## config.mk

```make
export PLATFORM = sky130hd
export DESIGN_NAME = dma_copia_flat
export DESIGN_NICKNAME = d
export VERILOG_FILES = /design/src/rtl/dma_copia_pkg.sv /design/src/rtl/dma_copia_if.sv /design/src/rtl/dma_copia.sv /design/src/flat_wrapper.sv
export SDC_FILE = /design/constraint.sdc
export NUM_CORES = 1
export LEC_CHECK = 0
export ABC_AREA = 1
export BUFFER_PORTS_ARGS = -buffer_cell sky130_fd_sc_hd__buf_2
export CORE_MARGIN = 1.5
export CORE_UTILIZATION = 38
export CTS_BUF_LIST = sky130_fd_sc_hd__clkbuf_2
export DETAILED_ROUTE_END_ITERATION = 12
export GPL_ROUTABILITY_DRIVEN = 0
export GPL_TIMING_DRIVEN = 0
export PLACE_DENSITY_LB_ADDON = 0.15
export SLEW_MARGIN = 10
export SYNTH_ARGS = -nofsm -noshare
export SYNTH_HDL_FRONTEND = slang
export SYNTH_SLANG_ARGS = --single-unit
```

## constraint.sdc

```tcl
create_clock -name Clock -period 6.2 [get_ports Clock]
set_input_delay 0.62 -clock Clock [delete_from_list [all_inputs] [get_ports Clock]]
set_output_delay 0.62 -clock Clock [all_outputs]
set_load 0.03 [all_outputs]
```

## src/rtl/dma_copia_pkg.sv

```systemverilog
// Shared state encoding and default widths for the byte-serial copy engine.
package dma_copia_pkg;

  localparam int ADDR_W_DEF = 8;
  localparam int DATA_W_DEF = 8;

  localparam logic [2:0] ST_IDLE    = 3'd0;
  localparam logic [2:0] ST_LER     = 3'd1;
  localparam logic [2:0] ST_CAPTURA = 3'd2;
  localparam logic [2:0] ST_ESCRITA = 3'd3;
  localparam logic [2:0] ST_FIM     = 3'd4;

  typedef enum logic [2:0] {
    IDLE    = ST_IDLE,
    LER     = ST_LER,
    CAPTURA = ST_CAPTURA,
    ESCRITA = ST_ESCRITA,
    FIM     = ST_FIM
  } state_t;

endpackage

```

## src/rtl/dma_copia_if.sv

```systemverilog
// Control and data-memory bus of dma_copia; master = copy engine, slave = host/memory side.
interface dma_copia_if #(
  parameter int ADDR_W = dma_copia_pkg::ADDR_W_DEF,
  parameter int DATA_W = dma_copia_pkg::DATA_W_DEF
);

  logic              Inicio;
  logic [ADDR_W-1:0] Origem;
  logic [ADDR_W-1:0] Destino;
  logic [ADDR_W-1:0] Tamanho;
  logic              Ocupado;
  logic              Concluido;
  logic [ADDR_W-1:0] Endereco;
  logic [DATA_W-1:0] DadoEscr;
  logic [DATA_W-1:0] DadoLido;
  logic              MenWrite;
  logic              MenRead;
  logic [DATA_W-1:0] Soma;

  modport master (
    input  Inicio, Origem, Destino, Tamanho, DadoLido,
    output Ocupado, Concluido, Endereco, DadoEscr, MenWrite, MenRead, Soma
  );

  modport slave (
    output Inicio, Origem, Destino, Tamanho, DadoLido,
    input  Ocupado, Concluido, Endereco, DadoEscr, MenWrite, MenRead, Soma
  );

endinterface

```

## src/rtl/dma_copia.sv

```systemverilog
// Byte-serial memory copy: 3 cycles per byte (LER/CAPTURA/ESCRITA) plus one FIM cycle; no backpressure.
// Optional XOR checksum on Soma when DMA_COPIA_CHECKSUM_EN is defined, otherwise Soma is tied to 0.
module dma_copia
  import dma_copia_pkg::*;
#(
  parameter int ADDR_W = ADDR_W_DEF,
  parameter int DATA_W = DATA_W_DEF
) (
  input logic         Clock,
  input logic         Reset,
  dma_copia_if.master bus
);

  state_t            r_state;
  state_t            w_next;
  logic [ADDR_W-1:0] r_orig;
  logic [ADDR_W-1:0] r_dest;
  logic [ADDR_W-1:0] r_tam;
  logic [ADDR_W-1:0] r_i;
  logic [DATA_W-1:0] r_buf;

  logic              w_last;
  logic              w_accept;
  logic              w_ocupado;
  logic              w_concluido;
  logic              w_rd;
  logic              w_wr;
  logic [ADDR_W-1:0] w_end;

  assign w_last   = (r_i == r_tam - ADDR_W'(1));
  assign w_accept = (r_state == IDLE) && bus.Inicio;

  always_ff @(posedge Clock or posedge Reset) begin
    if (Reset) r_state <= IDLE;
    else       r_state <= w_next;
  end

  // Outputs depend on r_state and datapath registers only; Inicio/Tamanho steer w_next alone.
  always_comb begin
    w_next      = r_state;
    w_ocupado   = 1'b1;
    w_concluido = 1'b0;
    w_rd        = 1'b0;
    w_wr        = 1'b0;
    w_end       = '0;
    unique case (r_state)
      IDLE: begin
        w_ocupado = 1'b0;
        if (bus.Inicio) w_next = (bus.Tamanho == '0) ? FIM : LER;
      end
      LER: begin
        w_rd   = 1'b1;
        w_end  = r_orig + r_i;
        w_next = CAPTURA;
      end
      CAPTURA: w_next = ESCRITA;
      ESCRITA: begin
        w_wr   = 1'b1;
        w_end  = r_dest + r_i;
        w_next = w_last ? FIM : LER;
      end
      FIM: begin
        w_concluido = 1'b1;
        w_next      = IDLE;
      end
      default: w_next = IDLE;
    endcase
  end

  always_ff @(posedge Clock or posedge Reset) begin
    if (Reset) begin
      r_orig <= '0;
      r_dest <= '0;
      r_tam  <= '0;
      r_i    <= '0;
      r_buf  <= '0;
    end else begin
      if (w_accept) begin
        r_orig <= bus.Origem;
        r_dest <= bus.Destino;
        r_tam  <= bus.Tamanho;
        r_i    <= '0;
      end
      // Memory returns read data one cycle after MenRead, so the byte is taken here.
      if (r_state == CAPTURA) r_buf <= bus.DadoLido;
      if ((r_state == ESCRITA) && !w_last) r_i <= r_i + ADDR_W'(1);
    end
  end

`ifdef DMA_COPIA_CHECKSUM_EN
  logic [DATA_W-1:0] r_soma;

  always_ff @(posedge Clock or posedge Reset) begin
    if (Reset)                   r_soma <= '0;
    else if (w_accept)           r_soma <= '0;
    else if (r_state == CAPTURA) r_soma <= r_soma ^ bus.DadoLido;
  end

  assign bus.Soma = r_soma;
`else
  assign bus.Soma = '0;
`endif

  assign bus.Ocupado   = w_ocupado;
  assign bus.Concluido = w_concluido;
  assign bus.MenRead   = w_rd;
  assign bus.MenWrite  = w_wr;
  assign bus.Endereco  = w_end;
  assign bus.DadoEscr  = r_buf;

endmodule

```

## src/flat_wrapper.sv

```systemverilog
// flat-port wrapper written by rule: the top's interface ports become plain ports
module dma_copia_flat import dma_copia_pkg::*;
#(
  parameter int ADDR_W = ADDR_W_DEF,
  parameter int DATA_W = DATA_W_DEF
)
  (Clock, Reset, bus_Inicio, bus_Origem, bus_Destino, bus_Tamanho, bus_DadoLido, bus_Ocupado, bus_Concluido, bus_Endereco, bus_DadoEscr, bus_MenWrite, bus_MenRead, bus_Soma);
  dma_copia_if #(.ADDR_W(ADDR_W), .DATA_W(DATA_W)) bus_i ();
  input logic Clock;
  input logic Reset;
  input wire logic [$bits(bus_i.Inicio)-1:0] bus_Inicio;
  input wire logic [$bits(bus_i.Origem)-1:0] bus_Origem;
  input wire logic [$bits(bus_i.Destino)-1:0] bus_Destino;
  input wire logic [$bits(bus_i.Tamanho)-1:0] bus_Tamanho;
  input wire logic [$bits(bus_i.DadoLido)-1:0] bus_DadoLido;
  output wire logic [$bits(bus_i.Ocupado)-1:0] bus_Ocupado;
  output wire logic [$bits(bus_i.Concluido)-1:0] bus_Concluido;
  output wire logic [$bits(bus_i.Endereco)-1:0] bus_Endereco;
  output wire logic [$bits(bus_i.DadoEscr)-1:0] bus_DadoEscr;
  output wire logic [$bits(bus_i.MenWrite)-1:0] bus_MenWrite;
  output wire logic [$bits(bus_i.MenRead)-1:0] bus_MenRead;
  output wire logic [$bits(bus_i.Soma)-1:0] bus_Soma;
  assign bus_i.Inicio = bus_Inicio;
  assign bus_i.Origem = bus_Origem;
  assign bus_i.Destino = bus_Destino;
  assign bus_i.Tamanho = bus_Tamanho;
  assign bus_i.DadoLido = bus_DadoLido;
  assign bus_Ocupado = bus_i.Ocupado;
  assign bus_Concluido = bus_i.Concluido;
  assign bus_Endereco = bus_i.Endereco;
  assign bus_DadoEscr = bus_i.DadoEscr;
  assign bus_MenWrite = bus_i.MenWrite;
  assign bus_MenRead = bus_i.MenRead;
  assign bus_Soma = bus_i.Soma;
  dma_copia #(.ADDR_W(ADDR_W), .DATA_W(DATA_W)) u_core (.Clock(Clock), .Reset(Reset), .bus(bus_i));
endmodule
```

# Yosys cells after proc, flatten, opt, wreduce, memory -nomap -nowiden
# Index checks and enable logic that the tools add are counted.
dict set report classes {
  addsub 4
  mux 11
  n_eq_ne 6
  reduce_logical 6
}
# op count
set ops {}
lappend ops {{adder 8 bit} 2}
lappend ops {{2-to-1 mux 8 bit} 2}
lappend ops {{one-hot mux 8 bit (2 select lines)} 1}
lappend ops {{one-hot mux 3 bit (4 select lines)} 1}
lappend ops {{2-to-1 mux 3 bit} 3}
lappend ops {{adder 8 x 1 -> 8 bit (second input constant)} 1}
lappend ops {{== test 8 bit} 1}
lappend ops {{logical NOT 8 bit} 1}
lappend ops {{subtractor 8 x 1 -> 8 bit (second input constant)} 1}
lappend ops {{== test 3 x 2 -> 1 bit (second input constant)} 2}
lappend ops {{2-to-1 mux 1 bit} 4}
lappend ops {{== test 3 x 1 -> 1 bit (second input constant)} 1}
lappend ops {{== test 3 bit (second input constant)} 1}
lappend ops {{logical NOT 3 bit} 1}
lappend ops {{logical AND 1 bit} 2}
lappend ops {{!= test 2 bit (second input constant)} 1}
lappend ops {{nonzero test 2 bit} 1}
lappend ops {{logical NOT 1 bit} 1}
dict set report word_totals {
  register_bits 43
  output_inout_bits 28
  input_bits 35
  wordCells 33
}

# Logic depth before layout (Yosys ltp)
dict set report logic_depth {
  word_depth 5
  mapped_depth 18
  mapped_depth_nobuf 17
}

# Worst setup path before layout
# OpenSTA, ideal clock, no wires.
dict set report synth_path {
  path_type {reg-to-output}
  from {reg u_core.r_state[2]}
  to {out bus_Endereco[5]}
  path_slack_ps 2981
  t_required_ps 5580
  t_arrival_ps 2599
  n_path_buf 1
  path_stages_with_launch 14
  cell_sequence {dfrtp_1 -> inv_1 -> nand2_1 -> nor2_1 -> buf_6 -> mux2_2 -> ha_1 -> a21oi_1 -> nand2_1 -> nand2_1 -> nand2_1 -> a21oi_1 -> o21ai_0 -> a21oi_1}
}
dict set report synth_via {
  elab_chain_cells 2
  elab_cells_between_ends 3
  classes_between {eq/ne: 2; mux: 1}
}
# element line_no
set synth_rtl {}
lappend synth_rtl {{from (decl)} dma_copia.sv:14} ;# state_t r_state;
lappend synth_rtl {{from (signal assigned)} dma_copia.sv:35} ;# else r_state <= w_next;
lappend synth_rtl {{== test 3 x 2 -> 1 bit or == test 3 x 1 -> 1 bit (tied branches)} dma_copia.sv:46} ;# unique case (r_state)
lappend synth_rtl {{one-hot mux 8 bit (2 select lines) *} dma_copia.sv:46}
lappend synth_rtl {{to (decl)} flat_wrapper.sv:18} ;# output wire logic [$bits(bus_i.Endereco)-1:0] bus_Endereco;
# Every way passes the cells marked *; elsewhere a longest branch is shown, timed or not.

# Final worst setup path
dict set report layout_path {
  from {reg u_core.r_state[2]}
  to {out bus_Endereco[6]}
}
# The elaborated chain is that of the path after synthesis.

==> impl_metrics.tcl <==
set metrics [dict create \
    status "complete, no violations" \
    drc 0 \
    wl_met1_mm 2.68 \
    synth-compound-area-share_pct 7.25 \
    wl_met3_um 306 \
    crit_family "simple AND/OR/NAND/NOR gates" \
    avgViaCountPerCell 4.85 \
    cpMostUsedCell "nor2_1" \
    synth_xor_area_share_pct 2.67 \
    cp.arrival_ps 3260 \
    crit_path_end_kind "output pin" \
    dieHeight_um 86.1 \
    synth.distinct_cells 32 \
    syn_inst 323 \
    max_freq_mhz 258 \
    cts_setup_buffers 0 \
    clock-root-buffer "clkbuf_2" \
    yosys.area_share.adder_pct 5.05 \
    wl_met2_mm 2.75 \
    die_x_um 86.1 \
    finClkSkew_ps 14.7 \
    leakage_nw 1.68 \
    core_area_um2 6720 \
    cp_cell_sequence "inv_1 > nand2_1 > nor2_1 > buf_6 > mux2_2 > ha_1 > inv_1 > fa_1 > inv_1 > nand3_1 > nand2_1 > nand2_1 > inv_1 > nor2_1 > nor2_1 > nor2_1 > o21ai_0 > nor2_1 > buf_2" \
    ys_top_cells_by_count "nand2_1 (75), dfrtp_1 (43), inv_1 (36)" \
    numCtsBuffers 5 \
    cp_num_buf_inv 6 \
    nNetsFinal 437 \
    slowest_delay_ps 460 \
    synth_seq_cells 43 \
    initial_utilization_pct 39.1 \
    finalCritPeriodShare_pct 62.6 \
    firstDrtPassIters 4 \
    max_slew_margin_pct 57.9 \
    clk_latency_ps 410 \
    drive_above_1_share_pct 28.5 \
    cts_resized 0 \
    synth.most_common_cell "nand2_1" \
    fillers 677 \
    antenna_left 0 \
    worstMarginPinSlew_ps 628 \
    async_flop_share_pct 100 \
    wire_per_inst_um 12.3 \
    rsz0062_at_grt "false" \
    hold_buffers 0 \
    diodes 0 \
    instances_no_fill 473 \
    area_growth_syn_to_layout_pct 18.8 \
    hold_slack_ps 188 \
    drt-initial-drc-count 66 \
    synth_top_cell_area_share_pct 41.0 \
    path_max_fanout 10 \
    rows 30 \
    synth_area_um2 2620 \
    ys_warn_count 0 \
    dp_hpwl_mm 4.52 \
    hold_viol 0 \
    yosysSeqAreaShare_pct 41.0 \
    ys.flop_type "dfrtp_1" \
    hold_class "in -> async" \
    routed_wl_mm 5.83 \
    synthSimpleGateAreaFrac_pct 25.3 \
    grtUsageTotal_pct 16.7 \
    synth_top_family_by_area "simple AND/OR/NAND/NOR gates" \
    power_mw 1.71 \
    io_buffers 54 \
    clk_transition_reported_paths_ps 240 \
    critPathLaunch "u_core.r_state[2]" \
    synth_area_leaders "dfrtp_1 (41%), nand2_1 (11%), mux2_2 (9.0%), inv_1 (5.2%), nand3_1 (4.4%)" \
    top_layer "met4" \
    muxShareOfSynthArea_pct 9.01 \
    grt_max_degree 23 \
    io_pins 63 \
    synth_edf_count 0 \
    gr-total-overflow 0 \
    antenna_found_initial 0 \
    critPathLaunchType "flop" \
    crit_required_ps 5580 \
    setup_viol 0 \
    drv_slew 0 \
    cts_sinks 43 \
    grt_pass1_vias 2149 \
    cts.path.max_buffers 2 \
    vias 2293 \
    die_area_um2 7410 \
    syn-mean-instance-area_um2 8.12 \
    htreeDepth 2 \
    ir_worst_vdd_v 0.000207 \
    placed_cells 465 \
    power_density_nw_per_um2 549 \
    grt_pass1_wl_mm 9.80 \
    cp_slowest_cell "dfrtp_1" \
    worstSetupPathType "reg -> out" \
    tns_ps 0 \
    cts_tree "built" \
    r2r-start "u_core.r_tam[0]" \
    fin_util_pct 46.4 \
    min_period_ps 3880 \
    drv_cap 0 \
    synth_largest_area_cell "dfrtp_1" \
]
==> per-stage QoR <==
step           instance area (um^2)  setup slack [ps]
3_3_place_gp                   3020              2820
5_1_grt                        3120              1950
2_1_floorplan                  2650              2980
3_5_place_dp                   3050              2770
4_1_cts                        3120              2260
6_report                       3120              2320
==> report_power, final <==
group          switching [mW]  total (mW)  internal (mW)  leakage [nW]
Clock                  0.0993       0.168         0.0684        0.0429
Combinational           0.645        1.02          0.378          1.11
Sequential              0.112       0.520          0.408         0.528
Total                   0.856        1.71          0.854          1.68
==> worst register-to-register path: stages, from the launching register on <==
cell and delay [ps]:
dfrtp_1 500, inv_2 130, ha_1 230, nand3_2 140, inv_1 90, nand2_1 50
nand2_1 60, nand3_1 70, nor2_2 180, nand2_4 120, nand2_4 140, nand3_1 80
nand2_1 70
==> sequential cells by signal, summed over array words and instances, names as in the netlist <==
signal               count
u_core.r_state           3
u_core.r_orig            8
u_core.bus.DadoEscr      8
u_core.r_tam             8
u_core.r_i               8
u_core.r_dest            8
==> logic make-up after synthesis <==
| logic type | count (synthesis) |
|---|---|
| AO/OA/AOI/OAI | 37 |
| XOR/XNOR | 8 |
| adder cells (fa/ha/maj) | 10 |
| buffers and inverters | 54 |
| flip-flops | 43 |
| multiplexers | 21 |
| other | 1 |
| AND/OR/NAND/NOR | 149 |
==> final timing paths <==
path	to	slack, ps	cells after the start
max reg2reg	u_core.r_i[2]	4310	12
min	u_core.r_state[0]	190	2
min reg2reg	u_core.bus.DadoEscr[7]	500	2
max in group asynchronous	u_core.r_i[2]	5530	3
min in group Clock	u_core.bus.DadoEscr[6]	390	3
max	bus_Endereco[6]	2320	19
==> cell type report <==
cell class,instances,area (um^2),area share (%)
Multi-Input combinational cell,233,1320,42.5
Sequential cell,43,1080,34.5
Timing Repair Buffer,55,298,9.55
Inverter,39,146,4.70
Buffer,15,104,3.33
Tap cell,80,100,3.21
Clock inverter,3,43.8,1.41
Clock buffer,5,25.0,0.803
==> cell usage in the layout (no fill, tap or decap), types with 2 or more instances in the layout <==
master and n:
or2_2 2, buf_4 9, conb_1 8, xor2_1 5, nand3_1 23, xnor2_1 3, a21oi_1 14, inv_2 3
nor3_1 3, nand2_1 75, ha_1 9, o21ai_0 21, inv_1 35, nand4_1 8, nand2_4 2, clkbuf_2 6
mux2_2 21, nor2_2 2, nor2_1 28, dfrtp_1 43, buf_2 58
==> per-layer routing <==
layer	track usage [%]	vias to the layer above
met5	0	-
met4	5.72	0
met3	3.56	7
met2	28.7	54
met1	20.9	1063
li1	-	1169
No activity file was read; power rests on OpenSTA's default activity.
